<file path="config.mk">
export PLATFORM = sky130hd
export DESIGN_NAME = spi_mem_slave
export DESIGN_NICKNAME = d
export VERILOG_FILES = /design/src/rtl/spi_mem_slave.sv
export SDC_FILE = /design/constraint.sdc
export NUM_CORES = 1
export LEC_CHECK = 0
export ABC_CLOCK_PERIOD_IN_PS = 12850
export CAP_MARGIN = 10
export CORE_MARGIN = 2
export CORE_UTILIZATION = 50
export DETAILED_ROUTE_END_ITERATION = 10
export DONT_BUFFER_PORTS = 1
export GPL_ROUTABILITY_DRIVEN = 0
export PLACE_DENSITY_LB_ADDON = 0.2
export SLEW_MARGIN = 20
export SYNTH_ARGS = -nofsm -noshare
export SYNTH_HDL_FRONTEND = slang
export SYNTH_SLANG_ARGS = --single-unit
</file>
<file path="constraint.sdc">
create_clock -name clk -period 12.85 [get_ports clk]
set_clock_uncertainty 0.05 [all_clocks]
set_input_delay 1.285 -clock clk [delete_from_list [all_inputs] [get_ports clk]]
set_output_delay 1.285 -clock clk [all_outputs]
set_load 0.1 [all_outputs]
</file>
<file path="src/rtl/spi_mem_slave.sv">
// spi_mem_slave: SPI/QPI slave bridging the host memory-load command stream to a single-beat memory port.
// Ports: clk/rst_n; SPI pins spi_clk_i, spi_cs_i, spi_sdi[0-3]_i, spi_sdo[0-3]_o, spi_mode_o; memory port mem_*; sticky err_o.
module spi_mem_slave #(
   parameter int unsigned DUMMY_CYCLES = 32,
   parameter int unsigned ADDR_INC     = 4
) (
   input  logic        clk,
   input  logic        rst_n,
   input  logic        spi_clk_i,
   input  logic        spi_cs_i,
   input  logic        spi_sdi0_i,
   input  logic        spi_sdi1_i,
   input  logic        spi_sdi2_i,
   input  logic        spi_sdi3_i,
   output logic        spi_sdo0_o,
   output logic        spi_sdo1_o,
   output logic        spi_sdo2_o,
   output logic        spi_sdo3_o,
   output logic [1:0]  spi_mode_o,
   output logic        mem_req_o,
   output logic        mem_we_o,
   output logic [31:0] mem_addr_o,
   output logic [31:0] mem_wdata_o,
   input  logic        mem_gnt_i,
   input  logic        mem_rvalid_i,
   input  logic [31:0] mem_rdata_i,
   output logic        err_o
);

   typedef enum logic [3:0] {
      IDLE, CMD, ADDR, DUMMY, WDATA, RDATA, CFG_WR, CFG_RD, IGNORE
   } state_t;

   localparam logic [7:0]  CMD_CFG_WR = 8'h01;
   localparam logic [7:0]  CMD_CFG_RD = 8'h05;
   localparam logic [7:0]  CMD_WR     = 8'h02;
   localparam logic [7:0]  CMD_RD     = 8'h0B;
   localparam logic [31:0] INC        = 32'(ADDR_INC);
   localparam logic [5:0]  DUMMY_LAST = 6'(DUMMY_CYCLES - 1);

   state_t      state, state_n;
   logic [1:0]  sck_sync, cs_sync;
   logic [3:0]  sdi_m, sdi_s;
   logic        sck_d, cs_d;
   logic        rise, fall, cs_fall, cs_rise;
   logic        qpi_en, cfg_pend, cfg_upd;
   logic [5:0]  cnt, cnt_n, ocnt, ocnt_n, step;
   logic [31:0] sr, sr_n, tx, addr, rbuf, load_word;
   logic [7:0]  cmd;
   logic        bits_done, dummy_done, driving;
   logic        want_rd, rd_wait, req_stale, rbuf_v;
   logic        busy, rd_gnt, rv_take, rv_drop, drop_inc;
   logic [1:0]  drop;

   // Two-flop synchronizers plus one edge-history flop per strobe.
   always_ff @(posedge clk or negedge rst_n) begin
      if (!rst_n) begin
         sck_sync <= 2'b00;
         cs_sync  <= 2'b11;
         sdi_m    <= 4'h0;
         sdi_s    <= 4'h0;
         sck_d    <= 1'b0;
         cs_d     <= 1'b1;
      end else begin
         sck_sync <= {sck_sync[0], spi_clk_i};
         cs_sync  <= {cs_sync[0], spi_cs_i};
         sdi_m    <= {spi_sdi3_i, spi_sdi2_i, spi_sdi1_i, spi_sdi0_i};
         sdi_s    <= sdi_m;
         sck_d    <= sck_sync[1];
         cs_d     <= cs_sync[1];
      end
   end

   always_comb begin
      rise       = sck_sync[1] & ~sck_d;
      fall       = ~sck_sync[1] & sck_d;
      cs_fall    = ~cs_sync[1] & cs_d;
      cs_rise    = cs_sync[1] & ~cs_d;
      step       = qpi_en ? 6'd4 : 6'd1;
      cnt_n      = cnt + step;
      ocnt_n     = ocnt + step;
      sr_n       = qpi_en ? {sr[27:0], sdi_s} : {sr[30:0], sdi_s[0]};
      bits_done  = (state == CMD || state == CFG_WR) ? (cnt_n == 6'd8)
                                                     : (cnt_n == 6'd32);
      dummy_done = rise && (cnt == DUMMY_LAST);
      driving    = (state == RDATA) || (state == CFG_RD);
      busy       = mem_req_o && !mem_gnt_i;
      rd_gnt     = mem_req_o && mem_gnt_i && !mem_we_o;
      // Responses for reads orphaned by CS deassert are counted and discarded.
      rv_drop    = mem_rvalid_i && (drop != 2'd0);
      rv_take    = mem_rvalid_i && (drop == 2'd0) && rd_wait;
      drop_inc   = (rd_gnt && (req_stale || cs_rise))
                 || (cs_rise && rd_wait && !rv_take);
      load_word  = (state == CFG_RD) ? {7'b0, qpi_en, 24'b0}
                                     : (rbuf_v ? rbuf : 32'h0);
   end

   always_ff @(posedge clk or negedge rst_n) begin
      if (!rst_n) state <= IDLE;
      else        state <= state_n;
   end

   always_comb begin
      state_n = state;
      if (cs_rise) begin
         state_n = IDLE;
      end else begin
         case (state)
            IDLE:   if (cs_fall) state_n = CMD;
            CMD:
               if (rise && bits_done) begin
                  case (sr_n[7:0])
                     CMD_CFG_WR:     state_n = CFG_WR;
                     CMD_CFG_RD:     state_n = CFG_RD;
                     CMD_WR, CMD_RD: state_n = ADDR;
                     default:        state_n = IGNORE;
                  endcase
               end
            ADDR:
               if (rise && bits_done)
                  state_n = (cmd == CMD_WR) ? WDATA : DUMMY;
            DUMMY:  if (dummy_done) state_n = RDATA;
            CFG_WR: if (rise && bits_done) state_n = IGNORE;
            default: state_n = state;
         endcase
      end
   end

   always_comb begin
      spi_mode_o = 2'b00;
      if (qpi_en) spi_mode_o = driving ? 2'b01 : 2'b10;
      {spi_sdo3_o, spi_sdo2_o, spi_sdo1_o, spi_sdo0_o} = 4'h0;
      if (driving) begin
         if (qpi_en)
            {spi_sdo3_o, spi_sdo2_o, spi_sdo1_o, spi_sdo0_o} = tx[31:28];
         else
            spi_sdo0_o = tx[31];
      end
   end

   always_ff @(posedge clk or negedge rst_n) begin
      if (!rst_n) begin
         qpi_en      <= 1'b0;
         cfg_pend    <= 1'b0;
         cfg_upd     <= 1'b0;
         cnt         <= 6'd0;
         ocnt        <= 6'd0;
         sr          <= 32'h0;
         tx          <= 32'h0;
         cmd         <= 8'h0;
         addr        <= 32'h0;
         rbuf        <= 32'h0;
         rbuf_v      <= 1'b0;
         want_rd     <= 1'b0;
         rd_wait     <= 1'b0;
         req_stale   <= 1'b0;
         drop        <= 2'd0;
         err_o       <= 1'b0;
         mem_req_o   <= 1'b0;
         mem_we_o    <= 1'b0;
         mem_addr_o  <= 32'h0;
         mem_wdata_o <= 32'h0;
      end else begin
         if (mem_req_o && mem_gnt_i) begin
            mem_req_o <= 1'b0;
            req_stale <= 1'b0;
         end
         if (rd_gnt && !(req_stale || cs_rise)) rd_wait <= 1'b1;
         drop <= drop + {1'b0, drop_inc} - {1'b0, rv_drop};
         if (rv_take) begin
            rbuf    <= mem_rdata_i;
            rbuf_v  <= 1'b1;
            rd_wait <= 1'b0;
         end

         if (want_rd && !busy && !rd_wait && !cs_rise) begin
            mem_req_o  <= 1'b1;
            mem_we_o   <= 1'b0;
            mem_addr_o <= addr;
            addr       <= addr + INC;
            want_rd    <= 1'b0;
         end

         case (state)
            CMD, ADDR, WDATA, CFG_WR:
               if (rise) begin
                  sr  <= sr_n;
                  cnt <= bits_done ? 6'd0 : cnt_n;
                  if (bits_done) begin
                     case (state)
                        CMD:  cmd <= sr_n[7:0];
                        ADDR: begin
                           addr <= sr_n;
                           if (cmd == CMD_RD) want_rd <= 1'b1;
                        end
                        WDATA:
                           // A word landing on a still-pending request is lost.
                           if (busy) begin
                              err_o <= 1'b1;
                           end else begin
                              mem_req_o   <= 1'b1;
                              mem_we_o    <= 1'b1;
                              mem_addr_o  <= addr;
                              mem_wdata_o <= sr_n;
                              addr        <= addr + INC;
                           end
                        default: begin
                           cfg_pend <= sr_n[0];
                           cfg_upd  <= 1'b1;
                        end
                     endcase
                  end
               end
            DUMMY:
               if (rise) cnt <= dummy_done ? 6'd0 : cnt + 6'd1;
            RDATA, CFG_RD:
               if (fall) begin
                  if (ocnt == 6'd0) begin
                     tx   <= load_word;
                     ocnt <= step;
                     if (state == RDATA) begin
                        if (rbuf_v) begin
                           rbuf_v  <= 1'b0;
                           want_rd <= 1'b1;
                        end else begin
                           err_o <= 1'b1;
                           if (!rd_wait && !(mem_req_o && !mem_we_o))
                              want_rd <= 1'b1;
                        end
                     end
                  end else begin
                     tx   <= qpi_en ? {tx[27:0], 4'h0} : {tx[30:0], 1'b0};
                     ocnt <= (ocnt_n == 6'd32) ? 6'd0 : ocnt_n;
                  end
               end
            default: ;
         endcase

         if (cs_rise) begin
            want_rd <= 1'b0;
            rd_wait <= 1'b0;
            cfg_upd <= 1'b0;
            if (busy)    req_stale <= 1'b1;
            if (cfg_upd) qpi_en    <= cfg_pend;
         end
         if (cs_fall) begin
            cnt    <= 6'd0;
            ocnt   <= 6'd0;
            tx     <= 32'h0;
            err_o  <= 1'b0;
            rbuf_v <= 1'b0;
         end
      end
   end

endmodule
</file>
==> results of run 1 <==
[registers in the layout, indices dropped and copies added, names as in the netlist, 6 cells and up]
name and flops:
addr 32, mem_addr_o 32, mem_wdata_o 32, rbuf 32, tx 32, sr 31, cmd 8, cnt 6
ocnt 6
[worst reg2reg max path, cell delays in order (launching register included)]
cell      delay, ps
dfrtp_4        1140
inv_1           310
ha_1            310
ha_1            220
a21o_1          190
a32oi_1         230
and2_1          320
nand4_1         780
and2_0          640
a211oi_1        330
o22ai_1         110
[layer usage]
metal / part of all wire / vias up / wire [um] / global-route usage
li1: - / 3925 / - / -
met1: 0.46 / 4181 / 12560 / 0.3393
met2: 0.44 / 260 / 11970 / 0.3382
met3: 0.073 / 43 / 1985 / 0.05376
met4: 0.021 / 0 / 566 / 0.05810
met5: 0 / - / 0 / 0
[cell type report]
cell class	count	area (um^2)	area share
flip-flops and latches	241	6038	0.4794
multi-input cells	775	5102	0.4051
clock buffers	40	804.5	0.06387
well taps	285	356.6	0.02831
repair buffers	9	120.1	0.009536
clock inverters	7	107.6	0.008543
inverters	17	63.81	0.005066
diodes	1	2.502	0.0001987
[report_power, final]
part | leakage [uW] | total, uW | internal (uW) | switching (uW)
clock | 0.000439 | 778 | 473 | 305
sequential | 0.00309 | 1000 | 839 | 164
combinational | 0.00169 | 243 | 100 | 143
[Yosys cell counts, types with 2 or more instances]
cell | instances | share of area
a211oi_1 | 9 | 0.0059
a21o_1 | 8 | 0.0052
a21oi_1 | 80 | 0.035
a221o_1 | 23 | 0.020
a221oi_1 | 9 | 0.0069
a22oi_1 | 2 | 0.0013
a311oi_1 | 2 | 0.0015
a31o_2 | 2 | 0.0015
a31oi_1 | 15 | 0.0082
a41oi_1 | 5 | 0.0038
and2_1 | 8 | 0.0044
and3_1 | 18 | 0.0098
and4_1 | 5 | 0.0038
buf_1 | 7 | 0.0023
buf_2 | 6 | 0.0026
buf_6 | 2 | 0.0020
clkbuf_1 | 51 | 0.017
dfrtp_1 | 238 | 0.52
dfstp_2 | 3 | 0.0069
ha_1 | 12 | 0.013
inv_1 | 17 | 0.0056
mux2_2 | 75 | 0.074
mux2i_1 | 55 | 0.048
nand2_1 | 93 | 0.030
nand2b_1 | 7 | 0.0038
nand3_1 | 27 | 0.012
nand4_1 | 4 | 0.0022
nand4b_1 | 2 | 0.0015
nor2_1 | 129 | 0.042
nor2b_1 | 9 | 0.0049
nor3_1 | 23 | 0.010
nor3b_1 | 3 | 0.0020
nor4_1 | 8 | 0.0044
o2111ai_1 | 2 | 0.0015
o211ai_1 | 9 | 0.0059
o21ai_0 | 58 | 0.025
o221ai_1 | 2 | 0.0015
o22ai_1 | 12 | 0.0066
o31ai_1 | 3 | 0.0020
o32ai_1 | 6 | 0.0046
or2_2 | 4 | 0.0022
or3_1 | 3 | 0.0016
or4_1 | 4 | 0.0026
xnor2_1 | 16 | 0.012
xor2_1 | 7 | 0.0054
[final timing paths]
| kind | start | endpoint | slack (ps) | cells past startpoint |
|---|---|---|---|---|
| setup / recovery | qpi_en$_DFFE_PN0P_ | addr[24]$_DFF_PN0_ | 8060 | 10 |
| min in group asynchronous | rst_n | tx[23]$_DFFE_PN0P_ | 400 | 0 |
| setup reg to reg | qpi_en$_DFFE_PN0P_ | addr[24]$_DFF_PN0_ | 8060 | 10 |
| max in group asynchronous | rst_n | cs_d$_DFF_PN1_ | 11910 | 0 |
| hold reg to reg | sck_sync[0]$_DFF_PN0_ | sck_sync[1]$_DFF_PN0_ | 300 | 0 |
| hold / removal | sck_sync[0]$_DFF_PN0_ | sck_sync[1]$_DFF_PN0_ | 300 | 0 |
[stage by stage]
stage	hold WS, ps	total power [uW]	instance area [um^2]	utilization
after floorplan	281.2	1177	11450	-
after global placement	287.4	1247	11660	0.5166
after detailed placement	290.2	1258	11660	0.5166
after CTS	303.9	2041	12570	0.5570
after global routing	311.7	2110	12590	0.5579
final	298.3	2024	12600	0.5580
[cell families (layout without fill, tap and decap cells)]
family          count (synthesis)  in the layout  share of synthesized area
mux                           130            130                     0.1219
other cells                     0              1                          0
fa+ha+maj                      12             12                    0.01311
buf+inv                        83             73                    0.02918
flops                         241            241                     0.5271
xor+xnor                       23             23                    0.01760
simple gates                  355            355                     0.1474
compound gates                255            255                     0.1437
==> results_dict.tcl, run 1 <==
set metrics [dict create \
    die_h_um 155.3 \
    final_common_cell "dfrtp_1" \
    fill_cells 1946 \
    drive_above_1_share 0.1350 \
    cts_setup_buffers 0 \
    irDropWorstVdd_mv 0.1004 \
    cp_common_cell "ha_1" \
    cts_tree "built" \
    pre_cts_slack_ps 8163 \
    syn_nets 1153 \
    via_count 8409 \
    tightestPinTransition_ps 1125 \
    die_w_um 155.3 \
    synth_area_mm2 0.01145 \
    max_freq_mhz 208.7 \
    worst_slack_ps 8058 \
    core-area_mm2 0.02257 \
    drc 0 \
    cp.arrival_ps 5120 \
    drt-total-wl_um 27080 \
    grt_overflow 0 \
    synth_enable_flop_cells 0 \
    clkTransAtPathRegs_ps 60 \
    first_pass_iters 6 \
    clk_path_buf_depth 3 \
    yosys_most_used_dff "dfrtp_1" \
    cts_made_buffers 27 \
    clk_latency_ps 540 \
    dieArea_mm2 0.02412 \
    start_util 0.5072 \
    clock-root-buffer "clkbuf_16" \
    final_max_slew_viol_count 0 \
    rsz0062_at_grt "no" \
    setup_viol 0 \
    fin_nets 1125 \
    dp_cells 1326 \
    grt_pass1_wl_um 44360 \
    async_flop_share 1.000 \
    max-slew-margin-rel 0.2441 \
    final_cell_mix "237 x dfrtp_1, 128 x nor2_1, 92 x nand2_1" \
    hold_viol 0 \
    synthCells 1099 \
    maxCapViolations 0 \
    io_pins 115 \
    end_kind "register" \
    tns_ps 0 \
    ctsHoldBuffers 0 \
    cp_slowest_cell "dfrtp_4" \
    rows 55 \
    h-tree-depth 1 \
    period_minus_slack_ps 4792 \
    wl_per_cell_um 19.69 \
    path_cells "inv_1 > ha_1 > ha_1 > a21o_1 > a32oi_1 > and2_1 > nand4_1 > and2_0 > a211oi_1 > o22ai_1" \
    grt_max_degree 242 \
    power_density_mw_per_mm2 160.7 \
    cts_resized 0 \
    cp_top_family "simple AND/OR/NAND/NOR gates" \
    synth.avg_cell_area_um2 10.42 \
    synth_warnings 0 \
    ys_ff_latch 241 \
    drtIter0Drc 705 \
    vias_per_cell 6.116 \
    critPathMaxStageDelay_ps 1140 \
    area_growth_pct 10.02 \
    grt_usage 0.2279 \
    hold_class "register to register" \
    critPathKind "register to register" \
    cp-start-kind "register" \
    grt_antenna_before_repair 1 \
    yosysSeqAreaShare 0.5271 \
    crit_buf_inv 1 \
    final_cells 1375 \
    first_global_vias 8243 \
    cts_sinks 241 \
    synth_cell_type_count 61 \
    crit_fanout 70 \
    ant_nets 0 \
    status "finished, final reports clean" \
    leakage_uw 0.005224 \
    port_buffers 0 \
    crit_required_ps 13180 \
    period_share 0.3729 \
    hpwl_um 18380 \
]
No activity file was read; power rests on OpenSTA's default activity.
==> run 2: changes to the inputs <==
- ABC_CLOCK_PERIOD_IN_PS: 12850 -> 4200
- clock period: 12.85 -> 4.2 ns (I/O delays scaled with it)
==> run 2 against run 1 <==
The flow now finishes with violations (hold timing). Via count grew 1.9%. Critical path type unchanged. Setup slack lost 7400 ps. Design area increased by 3.6%. Combinational power grew to 3.4 times the previous value. Register-to-register slack lost 7400 ps. Worst hold slack got worse by 770 ps.
==> results_dict.tcl, run 2 (synthesis results as in run 1) <==
set metrics [dict create \
    ant_nets 0 \
    clk_path_buf_depth 3 \
    cts_setup_buffers 0 \
    area_growth_pct 13.99 \
    grt_usage 0.2316 \
    vias_per_cell 5.990 \
    drtIter0Drc 645 \
    irDropWorstVdd_mv 0.3921 \
    crit_buf_inv 2 \
    rr_worst_depth 11 \
    first_global_vias 8274 \
    wl_per_cell_um 19.50 \
    grt_pass1_wl_um 44950 \
    cp_common_cell "ha_1" \
    max-slew-margin-rel 0.2815 \
    pre_cts_slack_ps 645.3 \
    final_cell_mix "237 x dfrtp_1, 128 x nor2_1, 92 x nand2_1" \
    dp_cells 1345 \
    reg2reg_setup_slack_ps 610 \
    io_pins 115 \
    leakage_uw 0.005459 \
    drc 0 \
    status "complete, but fails checks" \
    final_cells 1431 \
    cp-start-kind "register" \
    h-tree-depth 1 \
    die_w_um 155.3 \
    clkTransAtPathRegs_ps 60 \
    worst_r2r_endpoint "addr[15]$_DFF_PN0_" \
    hold_class "input pin to async pin" \
    cts_made_buffers 26 \
    dieArea_mm2 0.02412 \
    worst_slack_ps 613.4 \
    rows 55 \
    hold_viol 241 \
    via_count 8572 \
    grt_antenna_before_repair 0 \
    die_h_um 155.3 \
    start_util 0.5072 \
    critPathKind "register to register" \
    holdWs_ps -472.2 \
    final_max_slew_viol_count 0 \
    crit_fanout 24 \
    placed_area_mm2 0.01179 \
    cp_top_family "simple AND/OR/NAND/NOR gates" \
    tightestPinTransition_ps 1078 \
    tns_ps 0 \
    cp_slowest_cell "nand2_2" \
    port_buffers 0 \
    multi_input_area_mm2 0.005115 \
    ctsHoldBuffers 39 \
    drt-total-wl_um 27910 \
    end_kind "register" \
    drive_above_1_share 0.1466 \
    design_area_mm2 0.01305 \
    grt_overflow 0 \
    path_cells "inv_1 > ha_1 > ha_1 > nand3_1 > a32oi_1 > and2_1 > nand4_1 > nand2_2 > buf_12 > a31oi_1 > o32ai_1" \
    final_common_cell "dfrtp_1" \
    cts_tree "built" \
    maxCapViolations 0 \
    clk_latency_ps 540 \
    violations "hold timing" \
    fin_nets 1181 \
    power_density_mw_per_mm2 471.7 \
    cts_sinks 241 \
    hpwl_um 18770 \
    first_pass_iters 5 \
    r2r-start "qpi_en$_DFFE_PN0P_" \
    rsz0062_at_grt "no" \
    critPathMaxStageDelay_ps 580 \
    period_minus_slack_ps 3587 \
    clock-root-buffer "clkbuf_16" \
    cp.arrival_ps 3970 \
    period_share 0.8540 \
    max_freq_mhz 278.8 \
    num_antenna_cells 0 \
    ff_latch_area_mm2 0.006038 \
    setup_viol 0 \
    grt_max_degree 242 \
    core-area_mm2 0.02257 \
    crit_required_ps 4580 \
    fill_cells 1944 \
]
[run 2: cell type report]
type,instances,share of cell area
Sequential cell,241,0.4627
Clock inverter,11,0.007862
Multi-Input combinational cell,775,0.3919
Inverter,17,0.004890
Timing Repair Buffer,66,0.04640
Tap cell,285,0.02733
Clock buffer,36,0.05887
[run 2: layer usage]
metal  global-route usage  vias up  routed length, um
met5                    0        -                  0
met4              0.06772        0                735
met3              0.04930       59               1792
met2               0.3458      271              12300
met1               0.3423     4196              13080
li1                     -     4046                  -
[run 2: how the worst max path moves through the flow]
| stage | startpoint | end | slack [ps] | cells past startpoint |
|---|---|---|---|---|
| 2_1_floorplan | qpi_en$_DFFE_PN0P_ | want_rd$_DFF_PN0_ | 100 | 15 |
| 3_3_place_gp | qpi_en$_DFFE_PN0P_ | mem_addr_o[27]$_DFF_PN0_ | 790 | 8 |
| 3_5_place_dp | qpi_en$_DFFE_PN0P_ | addr[15]$_DFF_PN0_ | 650 | 11 |
| 4_1_cts | qpi_en$_DFFE_PN0P_ | addr[15]$_DFF_PN0_ | 610 | 11 |
| 5_1_grt | qpi_en$_DFFE_PN0P_ | addr[20]$_DFF_PN0_ | 320 | 11 |
| 6_report | qpi_en$_DFFE_PN0P_ | addr[15]$_DFF_PN0_ | 610 | 11 |
[run 2: what timing repair did]
action,in CTS,in global routing
endpoints found under the setup margin,0,0
resized for setup,0,0
endpoints found under the hold margin,280,241
[run 2: metrics by stage]
step	util	total power, uW
final	0.5782	6156
after global routing	0.5782	6440
after CTS	0.5782	6198
after detailed placement	0.5223	3874
after global placement	0.5223	3847
after floorplan	-	3602
[run 2: power by group]
group | switching (uW) | total, uW | internal (uW)
registers | 484 | 3050 | 2570
clock network | 943 | 2280 | 1340
logic | 472 | 822 | 350
==> run 3: changes to the inputs <==
- HOLD_SLACK_MARGIN: default -> 0.05
==> results of run 3 <==
No change in the layout: final DEF, timing and power equal those of run 2.
